File: config.mk
export PLATFORM = sky130hd
export DESIGN_NAME = mux_ndff_sync
export DESIGN_NICKNAME = d
export VERILOG_FILES = /design/src/rtl/mux_ndff_sync.sv
export SDC_FILE = /design/constraint.sdc
export NUM_CORES = 1
export LEC_CHECK = 0
export ABC_AREA = 1
export CAP_MARGIN = 5
export CORE_AREA = 3 3 40 42
export DETAILED_ROUTE_END_ITERATION = 6
export DIE_AREA = 0 0 43 45
export PLACE_DENSITY_LB_ADDON = 0.08
export SYNTH_ARGS = -nofsm -noshare
export SYNTH_HDL_FRONTEND = slang
export SYNTH_SLANG_ARGS = --single-unit
File: constraint.sdc
create_clock -name clkb -period 2 [get_ports clkb]
set_input_delay 0.4 -clock clkb [delete_from_list [all_inputs] [get_ports clkb]]
set_output_delay 0.4 -clock clkb [all_outputs]
set_load 0.1 [all_outputs]
File: src/rtl/mux_ndff_sync.sv
`default_nettype none
`timescale 1ns/1ps
// ============================================================================
// Module   : mux_ndff_sync
// Purpose  : Multi-bit CDC receiver. Only the enable is synchronized, and it
//            drives a load/recirculate mux in front of the payload register.
// Revision : 1.0  initial release
// ============================================================================
module mux_ndff_sync #(
    parameter int DATA_W      = 8,
    parameter int SYNC_STAGES = 2   // legal range 2..4
) (
    input  logic              clkb,
    input  logic              rstn,
    input  logic              en,
    input  logic [DATA_W-1:0] data,
    output logic [DATA_W-1:0] data_sync
);

    logic [SYNC_STAGES-1:0] en_s_q;
    logic [SYNC_STAGES-1:0] en_s_d;
    logic                   en_sync;
    logic [DATA_W-1:0]      data_sync_q;
    logic [DATA_W-1:0]      data_sync_d;

    // Stage 0 is the only flop allowed to see the asynchronous enable.
    assign en_s_d[0] = en;

    generate
        for (genvar k = 1; k < SYNC_STAGES; k++) begin : g_sync_stage
            assign en_s_d[k] = en_s_q[k-1];
        end
    endgenerate

    assign en_sync = en_s_q[SYNC_STAGES-1];

    // Recirculation keeps data_sync X-free whenever the enable is low.
    always_comb begin
        data_sync_d = data_sync_q;
        if (en_sync) begin
            data_sync_d = data;
        end
    end

    always_ff @(posedge clkb or negedge rstn) begin
        if (!rstn) begin
            en_s_q      <= '0;
            data_sync_q <= '0;
        end else begin
            en_s_q      <= en_s_d;
            data_sync_q <= data_sync_d;
        end
    end

    assign data_sync = data_sync_q;

endmodule
`default_nettype wire

* After elaboration in Yosys (flattened, before gate mapping)
Cells that the tools add are included.
W data, S select, Z words.
** Storage, ports and cells
- Register bits after elaboration :: 10
- Input port bits :: 11
- Output and inout port bits :: 8
- Logic and storage cells :: 2

* Logic depth before layout (Yosys ltp)
- Depth in word-level cells :: 0
- Mapped depth :: 4
- Gate-level depth less buffers :: 3

* Worst setup path after synthesis
No wires, ideal clock.
- Path kind :: register -> output
- Start :: reg data_sync_q[0], in the netlist data_sync[0]
- End :: out data_sync[0]
- Data arrival time :: 898 ps
- Required time :: 1600 ps
- Path slack :: 702 ps
- Stages on the path, launching flop included :: 1
- Path buffers :: 0
- Cells stage by stage :: dfrtp_1
** RTL lines
- from (decl) :: line 23 : logic [DATA_W-1:0] data_sync_q;
- from (signal assigned) :: line 51 : data_sync_q <= data_sync_d;
- to (decl) :: line 17 : output logic [DATA_W-1:0] data_sync
No word-level cell between the ends.

* Worst setup path in the final report
- Start :: reg data_sync_q[6], in the netlist data_sync[6]
- End :: out data_sync[6]
No word-level cell between the ends.

==> qor_table.md <==
| Parameter | Value | Unit |
|---|---|---|
| Outcome | finished, final reports clean | - |
| Antenna viol nets, final | 0 | - |
| Initial DRC Count | 4 | - |
| Sw Pwr | 0.000208 | W |
| Core area | 0.00128 | sq mm |
| Number of levels the H-tree was split into | 1 | - |
| Chip height | 45 | um |
| Input/output buffers | 18 | - |
| Leakage power total | 0.294 | nW |
| Number of search-and-repair iterations in the first detailed-routing pass | 2 | - |
| Standard-cell row count | 13 | - |
| Worst path bufs/invs | 1 | - |
| Share of layout cells above drive strength 1 | 0.228 | - |
| Number of buffers added by the clock tree synthesis step | 3 | - |
| Buffer levels on the longest clock path | 2 | - |
| Combinational power share | 0.299 | - |
| # resized after CTS | 0 | - |
| Setup repair after global routing missed its margin | no | - |
| Arrival time reported for the critical path endpoint | 0.91 | ns |
| Setup TNS | 0 | ns |
| Gpl congestion | 0.711 | - |
| Path type of the worst setup path | flop to output port | - |
| Worst-margin pin slew | 0.449 | ns |
| Horizontal die dimension | 43 | um |
| Switching share of total power | 0.359 | - |
| FILL cells | 128 | - |
| Hold violation total from the final report | 0 | - |
| Critical path's largest stage delay | 0.36 | ns |
| Starting density of the core | 0.277 | - |
| Post-synthesis net count | 47 | - |
| Portion of total power attributed to sequential cells | 0.395 | - |
| Drt drc | 0 | - |
| R2R setup slack | 1.12 | ns |
| Layout area overhead | 57.4 | % |
| Cell Pwr Density | 1040 | mW/mm^2 |
| Critical path required time | 1.60 | ns |
| Antenna Diode Count | 0 | - |
| Clock power frac | 0.306 | - |
| HPWL after detailed placement | 521 | um |
| Number of top-level pins | 19 | - |
| Power Internal | 0.000371 | W |
| Cell Area, Synth | 355 | sq um |
| Family with the most delay on the worst path | flip-flops | - |
| Number of placed instances with taps included | 68 | - |
| Via count | 284 | - |
| Total die area | 0.00194 | sq mm |
| Worst slew slack as a fraction of its limit | 0.699 | - |
| Maximum clock rate | 765 | MHz |
| Synthesized netlist cell count | 36 | - |
| # nets final | 69 | - |
| Max Fanout on Critical Path | 2 | - |
| Post-CTS Hold Buffers | 0 | - |
| Via-per-instance ratio | 3.94 | - |
| Worst setup SP type | flop | - |
| Average routed wire per standard cell | 10.1 | um |
| Minimum clock period after layout | 1.31 | ns |
| Part of the cycle the worst path needs | 0.653 | - |
| Max-cap check violation count | 0 | - |
| Global-route wire length before repair | 1270 | um |
| Vias in the first global route | 282 | - |
| Critical path cell sequence | buf_4 | - |
| Post-synth cell types | 4 | - |
| Largest net degree at the start of global routing | 11 | - |
| Standard cell with the maximum stage delay on the critical path | sky130_fd_sc_hd__dfrtp_1 | - |
| Yosys Warn Count | 0 | - |
| Setup violation total in the final timing report | 0 | - |
| Initial antenna violation count | 0 | - |
| CTS tree | built | - |
| Sum of routed wire length over all layers | 725 | um |
| Non-filler instance count after layout | 72 | - |
| Post-CTS clock slew at the launch and capture registers of the worst setup and hold paths | 0.07 | ns |
| Max-slew violation count | 0 | - |
| Clk sink count | 10 | - |
| Setup crit end kind | output port | - |
| Layout Skew | 0.00359 | ns |
| Sequential-to-total area share from yosys stat | 0.704 | - |
| Kind of path behind the tightest hold check | flop to flop | - |
| Commonest cells after routing, fill and taps aside | sky130_fd_sc_hd__nand2_1, sky130_fd_sc_hd__dfrtp_1, sky130_fd_sc_hd__clkdlybuf4s50_1, sky130_fd_sc_hd__buf_4, sky130_fd_sc_hd__clkbuf_4 | - |
| Most common cell after layout, fill and taps aside | sky130_fd_sc_hd__nand2_1 | - |
| Mean area per synthesized cell | 9.87 | sq um |
| Synthesis-stage register bit count | 10 | - |
| Maximum VDD drop | 0.351 | mV |
| Sum of overflow across all layers after global routing | 0 | - |
| Insertion delay of the later-clocked pin in the worst-skew pair | 0.26 | ns |
| GRT Overall Usage | 0.0929 | - |
| CTS Root Cell | sky130_fd_sc_hd__clkbuf_4 | - |
| Buffers inserted by post-CTS timing repair | 0 | - |
[worst register-to-register path, cell delays in order (launching register included)]
cell,delay (ns)
sky130_fd_sc_hd__dfrtp_1,0.51
sky130_fd_sc_hd__inv_2,0.14
sky130_fd_sc_hd__nand2_1,0.08
sky130_fd_sc_hd__nand2_1,0.05
[sequential cells by signal, summed over array words and instances (netlist names)]
signal,flops
data_sync,8
en_s_q,2
[layout make-up]
cell class	instances	area (sq um)	area share
flip-flops and latches	10	250	0.447
repair buffers	18	160	0.286
multi-input cells	24	90.1	0.161
clock buffers	4	36.3	0.0649
well taps	15	18.8	0.0336
inverters	1	3.75	0.00671
[per-layer routing]
layer	up-vias	GRT usage	wire, um
li1	148	-	-
met1	121	0.108	309
met2	13	0.129	316
met3	2	0.0359	89
met4	0	0.0904	10
met5	-	0	0
[logic make-up after synthesis]
kind of cell | share of synthesized area
simple gates | 0.254
flops | 0.704
buf+inv | 0.0422
[cells in the mapped netlist]
library cell / n / share of area
sky130_fd_sc_hd__nand2_1: 24 / 0.25
sky130_fd_sc_hd__buf_6: 1 / 0.032
sky130_fd_sc_hd__dfrtp_1: 10 / 0.70
sky130_fd_sc_hd__inv_2: 1 / 0.011
[through the flow]
step | setup WS [ns] | area (sq um) | power, W | hold WS, ns | utilization
6_report | 0.694 | 559 | 0.000579 | 0.350 | 0.435
5_1_grt | 0.649 | 559 | 0.000608 | 0.367 | 0.435
4_1_cts | 0.682 | 559 | 0.000592 | 0.352 | 0.435
3_5_place_dp | 0.933 | 523 | 0.000407 | 0.335 | 0.407
3_3_place_gp | 0.959 | 523 | 0.000405 | 0.332 | 0.407
2_1_floorplan | 0.702 | 355 | 0.000356 | 0.104 | -
[power groups by stage]
| stage | logic [W] | clock network, W | registers [W] |
|---|---|---|---|
| 2_1_floorplan | 0.0000181 | 0 | 0.000338 |
| 3_3_place_gp | 0.000173 | 0 | 0.000232 |
| 3_5_place_dp | 0.000174 | 0 | 0.000233 |
| 4_1_cts | 0.000174 | 0.000188 | 0.000229 |
| 5_1_grt | 0.000180 | 0.000197 | 0.000231 |
| 6_report | 0.000173 | 0.000177 | 0.000229 |
[final timing paths]
kind / startpoint / endpoint / depth (start not counted)
min in group asynchronous: rstn / data_sync[4]$_DFFE_PN0P_ / 1
max in group asynchronous: rstn / data_sync[6]$_DFFE_PN0P_ / 1
worst min register to register: en_s_q[0]$_DFF_PN0_ / en_s_q[1]$_DFF_PN0_ / 0
worst max-delay path: data_sync[6]$_DFFE_PN0P_ / data_sync[6] / 1
worst min-delay path: en_s_q[0]$_DFF_PN0_ / en_s_q[1]$_DFF_PN0_ / 0
worst max register to register: en_s_q[1]$_DFF_PN0_ / data_sync[5]$_DFFE_PN0P_ / 3
Note: power is estimated with default switching activity, not from simulation.
